**src/rtl/wb_slave_pkg.sv**
```systemverilog
// Shared types and constants for the Wishbone classic register-file responder.
package wb_slave_pkg;

    localparam int WB_DW   = 32;
    localparam int WB_SELW = 4;
    localparam int IDX_MSB = 5;
    localparam int IDX_LSB = 2;

    typedef enum logic [1:0] {
        IDLE = 2'd0,
        WAIT = 2'd1,
        ACK  = 2'd2
    } state_t;

    // Replace only the byte lanes whose select bit is set.
    function automatic logic [WB_DW-1:0] merge_lanes(
        input logic [WB_DW-1:0]   old_word,
        input logic [WB_DW-1:0]   new_word,
        input logic [WB_SELW-1:0] sel
    );
        logic [WB_DW-1:0] res;
        res = old_word;
        for (int n = 0; n < WB_SELW; n++) begin
            if (sel[n]) begin
                res[8*n +: 8] = new_word[8*n +: 8];
            end else begin
                res[8*n +: 8] = old_word[8*n +: 8];
            end
        end
        return res;
    endfunction

endpackage

```
**src/rtl/wb_slave_decode.sv**
```systemverilog
// Address decoder: 64-byte block hit and word classification (register, status, unmapped).
module wb_slave_decode
    import wb_slave_pkg::*;
#(
    parameter int          NUM_REGS  = 4,
    parameter logic [31:0] BASE_ADDR = 32'h0000_0000
) (
    input  logic [WB_DW-1:0]       adr,
    output logic                   hit,
    output logic [IDX_MSB-IDX_LSB:0] idx,
    output logic                   is_status,
    output logic                   is_unmapped
);

    localparam logic [4:0] NUM_REGS_W = 5'(NUM_REGS);

    logic [4:0] idx_ext_s;
    logic       unused_lane_bits_s;

    assign hit         = (adr[WB_DW-1:IDX_MSB+1] == BASE_ADDR[WB_DW-1:IDX_MSB+1]);
    assign idx         = adr[IDX_MSB:IDX_LSB];
    // One extra bit so NUM_REGS=16 never aliases the status slot onto index 0.
    assign idx_ext_s   = {1'b0, idx};
    assign is_status   = (idx_ext_s == NUM_REGS_W);
    assign is_unmapped = (idx_ext_s > NUM_REGS_W);

    assign unused_lane_bits_s = ^adr[IDX_LSB-1:0];

endmodule

```
**src/rtl/wishbone_slave_regfile.sv**
```systemverilog
// Wishbone B3 classic responder: NUM_REGS R/W words plus one read-only status word.
// Define WB_SLAVE_ERR_EN to answer unmapped, status-write and sel==0 cycles with err_o.
module wishbone_slave_regfile
    import wb_slave_pkg::*;
#(
    parameter int          NUM_REGS    = 4,
    parameter logic [31:0] BASE_ADDR   = 32'h0000_0000,
    parameter int          WAIT_CYCLES = 0
) (
    input  logic                      clk_i,
    input  logic                      rst_i,
    input  logic [WB_DW-1:0]          adr_i,
    input  logic [WB_DW-1:0]          dat_i,
    output logic [WB_DW-1:0]          dat_o,
    input  logic                      we_i,
    input  logic [WB_SELW-1:0]        sel_i,
    input  logic                      stb_i,
    input  logic                      cyc_i,
    output logic                      ack_o,
    output logic                      err_o,
    output logic [WB_DW*NUM_REGS-1:0] regs_o,
    input  logic [WB_DW-1:0]          status_i
);

    localparam logic [3:0] WAIT_LOAD = (WAIT_CYCLES > 0) ? 4'(WAIT_CYCLES - 1) : 4'd0;

    state_t                         state_r;
    logic [3:0]                     wait_cnt_r;
    logic [NUM_REGS-1:0][WB_DW-1:0] regs_r;
    logic                           ack_r;
    logic                           err_r;
    logic [WB_DW-1:0]               dat_r;

    logic                           hit_s;
    logic [3:0]                     idx_s;
    logic                           is_status_s;
    logic                           is_unmapped_s;
    logic                           req_s;
    logic                           commit_s;
    logic                           reject_s;
    logic [WB_DW-1:0]               rd_data_s;

    wb_slave_decode #(
        .NUM_REGS  (NUM_REGS),
        .BASE_ADDR (BASE_ADDR)
    ) u_decode (
        .adr         (adr_i),
        .hit         (hit_s),
        .idx         (idx_s),
        .is_status   (is_status_s),
        .is_unmapped (is_unmapped_s)
    );

    assign req_s  = cyc_i & stb_i;
    assign dat_o  = dat_r;
    assign ack_o  = ack_r;
    assign err_o  = err_r;
    assign regs_o = regs_r;

    // Cycles answered with err_o instead of ack_o.
    always_comb begin
        reject_s = 1'b0;
`ifdef WB_SLAVE_ERR_EN
        if (is_unmapped_s || (is_status_s && we_i) || (sel_i == 4'h0)) begin
            reject_s = 1'b1;
        end else begin
            reject_s = 1'b0;
        end
`endif
    end

    // Commit point: the edge that moves the FSM into ACK.
    always_comb begin
        commit_s = 1'b0;
        case (state_r)
            IDLE:    commit_s = req_s && hit_s && (WAIT_CYCLES == 0);
            WAIT:    commit_s = req_s && (wait_cnt_r == 4'd0);
            ACK:     commit_s = 1'b0;
            default: commit_s = 1'b0;
        endcase
    end

    // Read mux over R/W registers, status word and unmapped slots.
    always_comb begin
        rd_data_s = '0;
        if (is_status_s) begin
            rd_data_s = status_i;
        end else if (is_unmapped_s) begin
            rd_data_s = '0;
        end else begin
            for (int k = 0; k < NUM_REGS; k++) begin
                rd_data_s = rd_data_s | ((idx_s == 4'(k)) ? regs_r[k] : 32'h0000_0000);
            end
        end
    end

    // Bus FSM, wait counter, register bank and registered responses.
    always_ff @(posedge clk_i or posedge rst_i) begin
        if (rst_i) begin
            state_r    <= IDLE;
            wait_cnt_r <= 4'd0;
            ack_r      <= 1'b0;
            err_r      <= 1'b0;
            dat_r      <= '0;
            regs_r     <= '0;
        end else begin
            ack_r <= commit_s && !reject_s;
            err_r <= commit_s && reject_s;

            case (state_r)
                IDLE: begin
                    if (req_s && hit_s) begin
                        if (WAIT_CYCLES > 0) begin
                            state_r    <= WAIT;
                            wait_cnt_r <= WAIT_LOAD;
                        end else begin
                            state_r    <= ACK;
                            wait_cnt_r <= 4'd0;
                        end
                    end else begin
                        state_r    <= IDLE;
                        wait_cnt_r <= 4'd0;
                    end
                end
                WAIT: begin
                    if (!req_s) begin
                        state_r    <= IDLE;
                        wait_cnt_r <= 4'd0;
                    end else if (wait_cnt_r == 4'd0) begin
                        state_r    <= ACK;
                    end else begin
                        wait_cnt_r <= wait_cnt_r - 4'd1;
                    end
                end
                ACK: begin
                    state_r <= IDLE;
                end
                default: begin
                    state_r    <= IDLE;
                    wait_cnt_r <= 4'd0;
                end
            endcase

            // Writes to status/unmapped slots match no index and fall through untouched.
            if (commit_s && !reject_s) begin
                if (we_i) begin
                    for (int k = 0; k < NUM_REGS; k++) begin
                        if (idx_s == 4'(k)) begin
                            regs_r[k] <= merge_lanes(regs_r[k], dat_i, sel_i);
                        end
                    end
                end else begin
                    dat_r <= rd_data_s;
                end
            end
        end
    end

endmodule

```
**config.mk**
```make
export PLATFORM = sky130hd
export DESIGN_NAME = wishbone_slave_regfile
export DESIGN_NICKNAME = d
export VERILOG_FILES = /design/src/rtl/wb_slave_pkg.sv /design/src/rtl/wb_slave_decode.sv /design/src/rtl/wishbone_slave_regfile.sv
export SDC_FILE = /design/constraint.sdc
export NUM_CORES = 1
export LEC_CHECK = 0
export ABC_AREA = 0
export CAP_MARGIN = 20
export CORE_MARGIN = 5
export CORE_UTILIZATION = 41
export DETAILED_ROUTE_END_ITERATION = 7
export PLACE_DENSITY = 0.82
export RECOVER_POWER = 50
export SLEW_MARGIN = 20
export SYNTH_ARGS = -nofsm -noshare
export SYNTH_HDL_FRONTEND = slang
export SYNTH_HIERARCHICAL = 1
export SYNTH_SLANG_ARGS = --single-unit
export TNS_END_PERCENT = 50
```
**constraint.sdc**
```tcl
create_clock -name clk_i -period 5.11 [get_ports clk_i]
set_input_delay 1.022 -clock clk_i [delete_from_list [all_inputs] [get_ports clk_i]]
set_output_delay 1.022 -clock clk_i [all_outputs]
set_load 0.02 [all_outputs]
```
==> impl_metrics.yaml, run 1 <==
status:
  status: "finished, violations left"
  violations: "capacitance limit, slew limit"
timing:
  fin_crit_ns: 3.77
  fin_tns_setup_ns: 0
  rsz0062_at_grt: "false"
  finClkSkew_ns: 0.00940
  final_hold_viol_count: 0
  setup_violations: 0
  fmax_mhz: 266
  fin_hold_ws_ns: 0.521
  worst_pin_slew_ns: 1.98
  slew_headroom_pct: -31.9
  fin_crit_sh_pct: 73.7
  drv_slew: 160
routing:
  wirelength_mm: 22.8
  drtIter0Drc: 201
  wl_per_cell_um: 21.6
  via_per_inst: 5.37
  ant_nets: 0
  vias: 5675
  drc: 0
  firstDrtPassIters: 5
floorplanning:
  die_x_um: 144
  start_util_pct: 41.4
  fp.dieH_um: 144
  boundaryPins: 267
  core_area_mm2: 0.0178
  dieArea_mm2: 0.0208
  fp-row-count: 49
clock_tree:
  clock-sinks: 161
  hold_buffers: 0
  cts_resized: 0
  clock_latency_ns: 0.42
  postCtsSetupRepairBufs: 0
  cts_made_buffers: 17
  cts_root_buf: "clkbuf_16"
  cts_tree: "done"
  h-tree-depth: 4
  clockBufferDepth: 2
  clk_pin_slew_ns: 0.06
critical_path:
  reg2reg_from: "state_r[1]$_DFF_PP0_"
  end_kind: "flop"
  arrival_ns: 4.06
  crit_fanout: 8
  r2r_end: "regs_o[112]$_DFFE_PP0P_"
  path_class: "in -> reg"
  r2r_slack_ns: 2.56
  cp-start-kind: "input port"
  crit_required_ns: 5.41
  reg2regPathDepth: 4
  crit_path_end: "regs_o[112]$_DFFE_PP0P_"
  crit_start: "adr_i[20]"
power:
  p_int_mw: 2.10
  peakVddDrop_mv: 0.213
  p_sw_share_pct: 22.1
  p_leak_nw: 5.10
  p_clk_share_pct: 46.0
  power_mw: 2.69
  power_density_mw_per_mm2: 250
  combPwrFrac_pct: 6.7
  pwr-share-seq_pct: 47.3
  p_sw_mw: 0.597
final_layout:
  design_area_mm2: 0.0108
  syn_to_final_growth_pct: 46.1
  final_layout_size_suffix_gt1_share_pct: 23.0
  ff_latch_area_mm2: 0.00403
  n_fill_cell: 1480
  multi_input_area_mm2: 0.00318
  nets: 919
global_routing:
  grt_overflow: 0
  grt_max_degree: 81
  grt_usage_pct: 22.0
  grt_pass1_wl_mm: 34.4
  antenna_found_initial: 1
  grt_pass1_vias: 6017
place:
  place_congestion: 0.756
  dp_hpwl_mm: 15.9
  post_dp_cell_area_mm2: 0.0102
  port_buffers: 263
logic_synthesis:
  synth.top_cell.area_share_pct: 54.6
  synth_enable_flop_cells: 0
  synth_warnings: 6
  ys_async_sr_fraction_pct: 100
  syn_inst: 560
  ys_seq_area_share_pct: 54.6
  synth_nets: 665
  yosysMostFrequentCell: "dfrtp_1"
  postSynthRegisterBits: 161
  ys_types: 28
  synthTopCellsByCount: "161 x dfrtp_1, 128 x mux2_2, 64 x mux2i_1"
  yosys.area.top_type: "dfrtp_1"
  synthFlopType: "dfrtp_1"
  avgSynthCellArea_um2: 13.2
  synth_area_leaders: "dfrtp_1 55%, mux2_2 20%, mux2i_1 8.7%"
  synth_area_mm2: 0.00738
flow_run:
  cap_violations: 2
worst_hold_path:
  hold_depth: 2
  hold_class: "reg -> reg"
## critical path: stages
cell             delay [ns]
clkdlybuf4s50_1        0.44
nor4_1                 0.30
nand3_1                0.12
nor2_1                 0.19
nand4b_1               0.55
nor3_2                 0.66
nand3_2                0.35
mux2_2                 0.42
## placed cells by master, fill, tap and decap left out, types with 6 or more instances in the layout
cell / instances
mux2_2: 128
dfrtp_1: 161
clkbuf_16: 17
nor4_1: 6
clkdlybuf4s50_1: 182
nor2_1: 34
o22ai_1: 32
a22oi_1: 32
a21oi_1: 32
nand3_2: 16
dlygate4sd3_1: 80
mux2i_1: 64
## kinds of logic (layout without fill, tap and decap cells)
kind of cell | Yosys count | after routing | share of synthesized area, %
other | 1 | 2 | 0.0508
flip-flops | 161 | 161 | 54.6
AO/OA/AOI/OAI | 97 | 97 | 8.20
buffers and inverters | 38 | 304 | 2.37
multiplexers | 192 | 192 | 28.2
AND/OR/NAND/NOR | 71 | 71 | 6.59
## power groups by stage
stage	combinational, mW	clock, mW	sequential (mW)
after floorplan	0.0697	0	1.30
after global placement	0.183	0	1.30
after detailed placement	0.184	0	1.30
after CTS	0.184	1.27	1.27
after global routing	0.195	1.32	1.27
final	0.180	1.24	1.27
## routing by layer
metal	up-vias	global-route usage, %	share of wire (%)
li1	2599	-	-
met1	2815	27.2	40
met2	229	36.9	49
met3	32	7.14	9.3
met4	0	6.48	1.7
met5	-	0	0
## through the flow
| step | cells | setup slack, ns | util, % |
|---|---|---|---|
| global placement | 1024 | 1.26 | 57.3 |
| floorplan | 560 | 2.05 | - |
| CTS | 1055 | 1.64 | 60.5 |
| finish | 1056 | 1.34 | 60.4 |
| detailed placement | 1024 | 1.21 | 57.3 |
| global route | 1056 | 1.25 | 60.4 |
## flip-flops by register name, summed over array words and instances (netlist names)
signal	flops
regs_o	128
dat_o	32
state_r	1
## worst min-delay path by stage
stage / start / end / slack, ns
2_1_floorplan: dat_o[0]$_DFFE_PP0P_ / dat_o[0]$_DFFE_PP0P_ / 0.64
3_3_place_gp: dat_o[21]$_DFFE_PP0P_ / dat_o[21]$_DFFE_PP0P_ / 0.51
3_5_place_dp: regs_o[123]$_DFFE_PP0P_ / regs_o[123]$_DFFE_PP0P_ / 0.52
4_1_cts: regs_o[123]$_DFFE_PP0P_ / regs_o[123]$_DFFE_PP0P_ / 0.53
5_1_grt: dat_o[19]$_DFFE_PP0P_ / dat_o[19]$_DFFE_PP0P_ / 0.55
6_report: dat_o[7]$_DFFE_PP0P_ / dat_o[7]$_DFFE_PP0P_ / 0.52
## area by class of cell
class,count,share of cell area (%)
Clock inverter,7,0.696
Antenna cell,1,0.0232
Clock buffer,24,4.65
Multi-Input combinational cell,361,29.5
Inverter,3,0.116
Sequential cell,161,37.4
Timing Repair Buffer,270,25.0
Tap cell,229,2.66
Power figures use the tool's default switching activity.
==> run 2, diff against run 1 <==
==> constraint.sdc (replaced) <==
create_clock -name clk_i -period 3.46 [get_ports clk_i]
set_input_delay 0.692 -clock clk_i [delete_from_list [all_inputs] [get_ports clk_i]]
set_output_delay 0.692 -clock clk_i [all_outputs]
set_load 0.02 [all_outputs]
==> run 2 against run 1 <==
Effect of this change: worst hold slack better by 0.0020 ns; critical endpoint is now regs_o[66]$_DFFE_PP0P_; wire length is 1.4% higher; via count up 2.2%; critical path depth did not move; clock power increased by 51%; first-iteration DRC count is 14% higher; sequential power increased by 48%; sequential share of layout area is 0.50 points lower; clock-buffer cell count decreased by 7; clock skew shrank 0.0023 ns; largest power group unchanged; cell count grew 1.5%; the run still ends with capacitance limit, slew limit left; global-route usage rose by 0.094 points.
==> impl_metrics.yaml, run 2 (synthesized netlist as in run 1, its figures left out) <==
status:
  status: "finished, violations left"
  violations: "capacitance limit, slew limit"
global_routing:
  grt_overflow: 0
  grt_pass1_vias: 6182
  antenna_found_initial: 0
  grt_usage_pct: 22.1
  grt_max_degree: 38
  grt_pass1_wl_mm: 35.0
final_layout:
  nets: 936
  final_layout_size_suffix_gt1_share_pct: 24.7
  largest_register_ffs: 128
  final_util_pct: 61.3
  syn_to_final_growth_pct: 48.1
  final_cells: 1072
  diodes: 0
  layout_commonest_cell: "clkdlybuf4s50_1"
  design_area_mm2: 0.0109
  final_cell_mix: "182 x clkdlybuf4s50_1, 161 x dfrtp_1, 128 x mux2_2"
place:
  post_dp_cell_area_mm2: 0.0104
  post-place-ws_ns: 0.0650
  port_buffers: 263
  place_congestion: 0.772
  dp_hpwl_mm: 16.4
  dp.cells: 1041
critical_path:
  reg2reg_from: "state_r[1]$_DFF_PP0_"
  end_kind: "flop"
  crit_required_ns: 3.76
  r2r_slack_ns: 1.44
  path_class: "in -> reg"
  r2r_end: "regs_o[66]$_DFFE_PP0P_"
  crit_fanout: 8
  crit_start: "adr_i[20]"
  crit_path_end: "regs_o[66]$_DFFE_PP0P_"
  cp-start-kind: "input port"
  arrival_ns: 3.20
  reg2regPathDepth: 4
routing:
  wirelength_mm: 23.2
  wl_per_cell_um: 21.6
  firstDrtPassIters: 4
  via_per_inst: 5.41
  drc: 0
  ant_nets: 0
  vias: 5801
  drtIter0Drc: 229
timing:
  final_hold_viol_count: 0
  slew_headroom_pct: -10.1
  finClkSkew_ns: 0.00708
  fin_crit_ns: 2.91
  worst_pin_slew_ns: 1.64
  setup_ws_ns: 0.554
  fin_crit_sh_pct: 84.0
  setup_violations: 0
  fin_tns_setup_ns: 0
  drv_slew: 34
  fin_hold_ws_ns: 0.523
  rsz0062_at_grt: "false"
  fmax_mhz: 344
floorplanning:
  start_util_pct: 41.4
  fp-row-count: 49
  dieArea_mm2: 0.0208
  die_x_um: 144
  fp.dieH_um: 144
  boundaryPins: 267
  core_area_mm2: 0.0178
clock_tree:
  h-tree-depth: 4
  cts_root_buf: "clkbuf_16"
  clk_pin_slew_ns: 0.06
  clock_latency_ns: 0.42
  clockBufferDepth: 2
  cts_resized: 0
  cts_made_buffers: 17
  clock-sinks: 161
  cts_tree: "done"
  postCtsSetupRepairBufs: 0
  hold_buffers: 0
worst_hold_path:
  hold_class: "reg -> reg"
power:
  power_density_mw_per_mm2: 369
  power_mw: 4.03
  p_leak_nw: 5.19
  peakVddDrop_mv: 0.318
flow_run:
  cap_violations: 1
run 2: cell count changes in the layout (fill, tap and decap cells not counted), sizes merged:
cell,change
buf,+14
bufinv,+1
clkbuf,-4
clkinv,+1
clkinvlp,+1
diode,-1
inv,+4
run 2: power breakdown:
part,total (mW),switching [mW],leakage [nW],internal [mW]
combinational,0.281,0.142,2.67,0.138
clock,1.87,0.796,0.273,1.07
sequential,1.88,0.0000000521,2.25,1.88
total,4.03,0.938,5.19,3.09
run 2: cell type report:
class,instances,area (um2)
clock buffer,17,425
clock inverter,14,156
fill,1446,6910
inverter,3,12.5
multi-input combinational,361,3200
sequential,161,4030
tap,229,287
timing repair buffer,287,2820
run 2: layer usage:
layer	vias to the layer above	global-route usage, %	part of all wire (%)
met5	-	0	0
met4	0	5.01	1.1
met3	24	6.61	7.9
met2	207	38.9	51
met1	2937	26.8	40
li1	2633	-	-
run 2: worst min-delay path by stage:
stage / startpoint / endpoint / slack, ns / depth (start not counted)
after CTS: dat_o[27]$_DFFE_PP0P_ / dat_o[27]$_DFFE_PP0P_ / 0.53 / 2
after floorplan: dat_o[0]$_DFFE_PP0P_ / dat_o[0]$_DFFE_PP0P_ / 0.64 / 2
after global placement: dat_o[21]$_DFFE_PP0P_ / dat_o[21]$_DFFE_PP0P_ / 0.51 / 2
after detailed placement: dat_o[7]$_DFFE_PP0P_ / dat_o[7]$_DFFE_PP0P_ / 0.52 / 2
final: dat_o[27]$_DFFE_PP0P_ / dat_o[27]$_DFFE_PP0P_ / 0.52 / 2
after global routing: dat_o[15]$_DFFE_PP0P_ / dat_o[15]$_DFFE_PP0P_ / 0.55 / 2
run 2: critical path, cell delays in order:
cell and delay [ns]:
clkdlybuf4s50_1 0.44, nor4_1 0.29, nand3_1 0.13, nor2_1 0.23, nand4b_4 0.24, nor4b_4 0.48
nand3_2 0.32, mux2_2 0.38
==> run 3, diff against run 2 <==
==> constraint.sdc (replaced) <==
create_clock -name clk_i -period 2.5 [get_ports clk_i]
set_input_delay 0.5 -clock clk_i [delete_from_list [all_inputs] [get_ports clk_i]]
set_output_delay 0.5 -clock clk_i [all_outputs]
set_load 0.02 [all_outputs]
==> run 3 against run 2 <==
Effect of this change: the run now ends clean; core utilization up 2.0 points; cell count up 1.1%; non-clock buffer count up 11; critical path depth up 1; critical path type unchanged; critical endpoint is now regs_o[71]$_DFFE_PP0P_.
==> impl_metrics.yaml, run 3 (synthesized netlist as in run 1, its figures left out) <==
timing:
  fin_hold_ws_ns: 0.525
  fin_crit_sh_pct: 98.0
  worst_pin_slew_ns: 1.18
  finClkSkew_ns: 0.0111
  fin_crit_ns: 2.45
  slew_headroom_pct: 21.4
  fin_tns_setup_ns: 0
  fmax_mhz: 408
  setup_violations: 0
  setup_ws_ns: 0.0495
  drv_slew: 0
  final_hold_viol_count: 0
clock_tree:
  cts_made_buffers: 17
  clockBufferDepth: 2
  clock_latency_ns: 0.42
  clk_pin_slew_ns: 0.06
  cts_tree: "done"
  postCtsSetupRepairBufs: 0
  hold_buffers: 0
  clock-sinks: 161
  h-tree-depth: 4
  cts_root_buf: "clkbuf_16"
critical_path:
  crit_fanout: 8
  crit_required_ns: 2.80
  path_class: "in -> reg"
  cp-start-kind: "input port"
  end_kind: "flop"
  arrival_ns: 2.75
power:
  p_leak_nw: 5.23
  power_density_mw_per_mm2: 510
  peakVddDrop_mv: 0.477
routing:
  wirelength_mm: 23.1
  drc: 0
  via_per_inst: 5.46
  wl_per_cell_um: 21.3
  firstDrtPassIters: 7
  drtIter0Drc: 207
  ant_nets: 0
  vias: 5922
global_routing:
  antenna_found_initial: 1
  grt_usage_pct: 22.0
  grt_pass1_vias: 6356
  grt_overflow: 0
  grt_max_degree: 87
  grt_pass1_wl_mm: 35.1
final_layout:
  final_layout_size_suffix_gt1_share_pct: 26.6
  n_fill_cell: 1381
  largest_register_ffs: 128
  final_util_pct: 63.3
  final_cell_mix: "241 x clkdlybuf4s50_1, 161 x dfrtp_1, 127 x mux2_2"
  design_area_mm2: 0.0113
  layout_commonest_cell: "clkdlybuf4s50_1"
  nets: 947
  ff_latch_area_mm2: 0.00403
  multi_input_area_mm2: 0.00333
  syn_to_final_growth_pct: 52.9
place:
  post_dp_cell_area_mm2: 0.0105
  dp_hpwl_mm: 16.5
  post-place-ws_ns: -0.564
  place_congestion: 0.796
  port_buffers: 263
worst_hold_path:
  hold_class: "reg -> reg"
floorplanning:
  die_x_um: 144
  fp.dieH_um: 144
  fp-row-count: 49
  core_area_mm2: 0.0178
  boundaryPins: 267
  dieArea_mm2: 0.0208
  start_util_pct: 41.4
status:
  status: "finished clean"
flow_run:
  cap_violations: 0
-- run 3: cell types whose count changed in the layout (fill, tap and decap cells not counted), moves of 4 or more --
cell,before,now
nor4_1,6,1
nand3_2,16,5
buf_4,18,29
nor4_2,0,5
dlygate4sd3_1,80,1
inv_6,5,1
clkdlybuf4s50_1,182,241
dlymetal6s2s_1,0,20
nand3_4,0,11
-- run 3: layout make-up --
type | instances | area share, %
multi-input cells | 361 | 29.5
flip-flops and latches | 161 | 35.7
clock buffers | 18 | 3.89
well taps | 229 | 2.54
repair buffers | 298 | 26.6
inverters | 3 | 0.111
diodes | 1 | 0.0222
clock inverters | 13 | 1.64
-- run 3: critical path, stage by stage --
cell and delay [ns]:
clkdlybuf4s50_1 0.46, nor4_2 0.19, nand3_1 0.14, nor2_2 0.18, nand4b_4 0.22, nor4b_4 0.35, buf_4 0.19, nand3_4 0.17
mux2_4 0.35
-- run 3: path summary, 6_finish.rpt --
path                       depth (start not counted)                       to  slack [ns]                 start
min in group asynchronous                          3   regs_o[93]$_DFFE_PP0P_        0.92                 rst_i
max reg2reg                                        5   regs_o[71]$_DFFE_PP0P_        0.65  state_r[1]$_DFF_PP0_
max in group asynchronous                          3  regs_o[107]$_DFFE_PP0P_        0.75                 rst_i
max                                                9   regs_o[71]$_DFFE_PP0P_        0.05             adr_i[27]
min reg2reg                                        2     dat_o[1]$_DFFE_PP0P_        0.53  dat_o[1]$_DFFE_PP0P_
min                                                2     dat_o[1]$_DFFE_PP0P_        0.53  dat_o[1]$_DFFE_PP0P_
-- run 3: per-stage QoR --
stage	cells	power [mW]
2_1_floorplan	560	2.80
3_3_place_gp	1052	3.05
3_5_place_dp	1052	3.05
4_1_cts	1083	5.81
5_1_grt	1084	5.95
6_report	1084	5.75
-- run 3: report_power, final --
part	internal (mW)	switching (mW)	leakage (nW)
Sequential	2.61	0.0000000782	2.25
Clock	1.70	1.06	0.302
Combinational	0.191	0.206	2.68
Total	4.49	1.26	5.23
-- run 3: layer usage --
metal,GRT usage [%],up-vias,routed length (um)
li1,-,2656,-
met1,26.3,3019,9270
met2,38.4,219,11700
met3,6.51,28,1760
met4,6.58,0,378
met5,0,-,0
-- run 3: repair_timing --
item	CTS	global route
endpoints found under the setup margin	113	128
pin swaps	0	11
resized for setup	4	35
hold endpoints to repair	0	0
==> RTL change 1, RTL diff (flow settings as in run 2) <==
Add a define of `WB_SLAVE_ERR_EN`.
--- a/src/rtl/wishbone_slave_regfile.sv
+++ b/src/rtl/wishbone_slave_regfile.sv
@@ -1,4 +1,6 @@
 // Wishbone B3 classic responder: NUM_REGS R/W words plus one read-only status word.
 // Define WB_SLAVE_ERR_EN to answer unmapped, status-write and sel==0 cycles with err_o.
+`define WB_SLAVE_ERR_EN
+
 module wishbone_slave_regfile
     import wb_slave_pkg::*;
Behaviour: not the same (Yosys sat finds a counterexample within 4 cycles, from zero or initial values and one cycle with rst_i high).
==> RTL change 1 against run 2 <==
Sequential cell count grew 2; clock power increased by 4%; area after synthesis up 0.44%; global-route usage is 0.61 points lower; cell count about the same; power grew 2.3%; design area grew 0.23%; worst setup slack lost 0.14 ns; wire length is 1.6% lower; first-iteration DRC count decreased by 35%; critical path depth is 2 higher; critical endpoint is now regs_o[40]$_DFFE_PP0P_.
==> RTL change 1: results <==
export IMPL_syn_to_final_growth_pct=47.7
export IMPL_muxShareOfSynthArea=0.281
export IMPL_viasPerCell=5.39
export IMPL_clock_latency_ns=0.42
export IMPL_num_nets_final=933
export IMPL_cp_max_fo=8
export IMPL_syn_num_nets=672
export IMPL_grt_max_degree=55
export IMPL_io_buffers=264
export IMPL_seq_share=0.372
export IMPL_num_nonclk_inverters=2
export IMPL_worst_slew_pin_slew_ns=1.36
export IMPL_cp_arrival_ns=3.34
export IMPL_buffer_area_frac=0.254
export IMPL_cp_slowest_cell="dlygate4sd3_1"
export IMPL_wl_per_cell_um=21.3
export IMPL_critPathMaxStageDelay_ns=0.53
export IMPL_n_all_buffers=281
export IMPL_fillers=1443
export IMPL_drt_pass1_iterations=4
export IMPL_dp_worst_setup_slack_ns=0.0365
export IMPL_synth_fa_ha_area_frac=0
export IMPL_p_leak_nw=5.19
export IMPL_multi_input_area_share=0.291
export IMPL_multiInputCombCellCount=363
export IMPL_netlist_top_cells_count="163 x dfrtp_1, 128 x mux2_2, 64 x mux2i_1, 37 x nor2_1"
export IMPL_antenna_cells=2
export IMPL_ir_worst_vdd_mv=0.342
export IMPL_grt_pass1_wl_um=34200
export IMPL_cts_inserted_buffers=17
export IMPL_mappedNetlistArea_um2=7410
export IMPL_fin_skew_ns=0.00956
export IMPL_grt_pass1_vias=6076
export IMPL_place_congestion=0.791
export IMPL_synth_compound_area_frac=0.0827
export IMPL_antenna_found_initial=3
export IMPL_largest_register_ffs=128
export IMPL_critPathTopFamily="simple AND/OR/NAND/NOR gates"
export IMPL_drive_gt1_frac=0.240
export IMPL_drt_iter0_markers=149
export IMPL_clock_area_frac=0.0551
export IMPL_cts_setup_buffers=0
export IMPL_synth_seq_cells=163
export IMPL_yosysSeqAreaShare=0.550
export IMPL_dp_hpwl_um=16100
export IMPL_cts_root_buffer="clkbuf_16"
export IMPL_synth_area_top_cells="dfrtp_1 55%, mux2_2 19%, mux2i_1 8.6%"
export IMPL_placed_cell_area_um2=10400
export IMPL_grt_usage=0.215
export IMPL_status="complete, no violations"
export IMPL_ys_types=30
==> RTL change 1: path summary, 6_finish.rpt <==
check	start	endpoint	slack [ns]	cells after the start
hold reg to reg	dat_o[20]$_DFFE_PP0P_	dat_o[20]$_DFFE_PP0P_	0.52	2
hold / removal	dat_o[20]$_DFFE_PP0P_	dat_o[20]$_DFFE_PP0P_	0.52	2
setup / recovery	adr_i[15]	regs_o[40]$_DFFE_PP0P_	0.42	10
setup reg to reg	state_r[1]$_DFF_PP0_	regs_o[40]$_DFFE_PP0P_	1.52	6
max in group asynchronous	rst_i	regs_o[8]$_DFFE_PP0P_	0.78	3
min in group asynchronous	rst_i	regs_o[86]$_DFFE_PP0P_	1.02	2
==> RTL change 1: routing by layer <==
layer	vias up	wire, um	GRT usage
met4	2	428	0.0623
met5	-	13	0
li1	2650	-	-
met3	26	2050	0.0718
met1	2866	9220	0.264
met2	225	11100	0.361
==> RTL change 1: metrics by stage <==
| step | power [mW] | util | hold slack (ns) | cells |
|---|---|---|---|---|
| after floorplan | 2.04 | - | 0.572 | 567 |
| after CTS | 4.17 | 0.613 | 0.530 | 1069 |
| final | 4.12 | 0.612 | 0.521 | 1071 |
| after global routing | 4.27 | 0.612 | 0.533 | 1071 |
| after detailed placement | 2.22 | 0.580 | 0.518 | 1038 |
| after global placement | 2.22 | 0.580 | 0.506 | 1038 |
==> RTL change 1: cell families after synthesis <==
| kind of cell | count (synthesis) |
|---|---|
| DFF | 163 |
| AOI/OAI and AO/OA | 98 |
| and+or+nand+nor | 73 |
| buffers and inverters | 41 |
| muxes | 192 |
==> RTL change 1: power by group <==
part           switching [mW]  internal [mW]
Sequential       0.0000000146           1.91
Combinational           0.136          0.135
Clock                   0.804           1.14
==> RTL change 2, RTL diff (config.mk and constraints of run 2) <==
Made on the original files. Reset style: synchronous (`rst_i`), changed in one clocked block.
--- a/src/rtl/wishbone_slave_regfile.sv
+++ b/src/rtl/wishbone_slave_regfile.sv
@@ -96,5 +96,5 @@
 
     // Bus FSM, wait counter, register bank and registered responses.
-    always_ff @(posedge clk_i or posedge rst_i) begin
+    always_ff @(posedge clk_i) begin
         if (rst_i) begin
             state_r    <= IDLE;
Check against the original RTL: differs if rst_i is asserted again (counterexample within 4 cycles, from zero or initial values and one cycle with rst_i high); with rst_i held inactive, the same outputs for 4 cycles.
==> RTL change 2 against run 2 <==
Wire length grew 3.4%; area after synthesis shrank 4.6%; power shrank 3.6%; core utilization increased by 0.90 points; worst setup slack improved by 0.079 ns; sequential cell count did not move; design area down 3.0%; global-route usage grew 2.2 points.
==> RTL change 2: results <==
export IMPL_fin_skew_ns=0.0102
export IMPL_placed_cell_area_um2=10000
export IMPL_viasPerCell=5.40
export IMPL_async_reset_ff_frac=0
export IMPL_finalHoldWorstSlack_ns=0.495
export IMPL_p_sw_mw=0.910
export IMPL_r2r_cells=6
export IMPL_p_leak_nw=4.15
export IMPL_rrSetupSlack_ns=1.52
export IMPL_whs_endpoint="dat_o[30]$_SDFFE_PP0P_"
export IMPL_yosysSeqAreaShare=0.458
export IMPL_worstHoldStart="dat_o[30]$_SDFFE_PP0P_"
export IMPL_synth_area_top_cells="dfxtp_1 46%, mux2i_1 23%, nor2_1 8.8%"
export IMPL_grt_usage=0.243
export IMPL_wl_per_cell_um=19.8
export IMPL_place_congestion=0.814
export IMPL_ys_flop_type="dfxtp_1"
export IMPL_grt_pass1_wl_um=38100
export IMPL_cp_arrival_ns=3.15
export IMPL_drt_pass1_iterations=5
export IMPL_syn_num_nets=815
export IMPL_status="complete, no violations"
export IMPL_cp_max_fo=11
export IMPL_muxShareOfSynthArea=0.227
export IMPL_antenna_found_initial=1
RTL change 2: power by group through the flow:
stage	registers, mW	clock network [mW]	logic (mW)
floorplan	1.89	0	0.0877
global placement	1.89	0	0.255
detailed placement	1.89	0	0.255
CTS	1.85	1.81	0.257
global route	1.85	1.90	0.271
finish	1.85	1.78	0.257
RTL change 2: layer usage:
metal / GRT usage / share of wire / vias up
li1: - / - / 3079
met2: 0.390 / 0.48 / 262
met5: 0 / 0.00054 / -
met1: 0.313 / 0.42 / 3152
met3: 0.0756 / 0.081 / 36
met4: 0.0755 / 0.020 / 2
RTL change 2: how the worst max path moves through the flow:
stage	startpoint	endpoint	slack, ns	cells after the start
2_1_floorplan	adr_i[7]	dat_o[10]$_SDFFE_PP0P_	0.88	10
3_3_place_gp	adr_i[10]	dat_o[28]$_SDFFE_PP0P_	0.24	9
3_5_place_dp	adr_i[10]	dat_o[4]$_SDFFE_PP0P_	0.19	10
4_1_cts	adr_i[10]	dat_o[4]$_SDFFE_PP0P_	0.62	10
5_1_grt	adr_i[10]	dat_o[4]$_SDFFE_PP0P_	0.42	9
6_report	adr_i[10]	dat_o[4]$_SDFFE_PP0P_	0.63	10
RTL change 2: layout make-up:
class | count | area, um2
fillers | 1460 | 6450
multi-input cells | 493 | 3600
flip-flops and latches | 161 | 3220
repair buffers | 298 | 2930
clock buffers | 17 | 425
well taps | 225 | 282
clock inverters | 15 | 133
RTL change 2: logic make-up after synthesis:
logic type,count (synthesis)
other cells,1
flops,161
simple gates,235
buf+inv,56
compound gates,97
mux,160
RTL change 2: worst reg2reg max path, cell delays in order, from the launching register on:
cell,delay (ns)
dfxtp_1,0.34
nand4b_1,0.33
buf_4,0.31
nor2_4,0.37
buf_12,0.20
nor2_1,0.06
a211oi_1,0.24
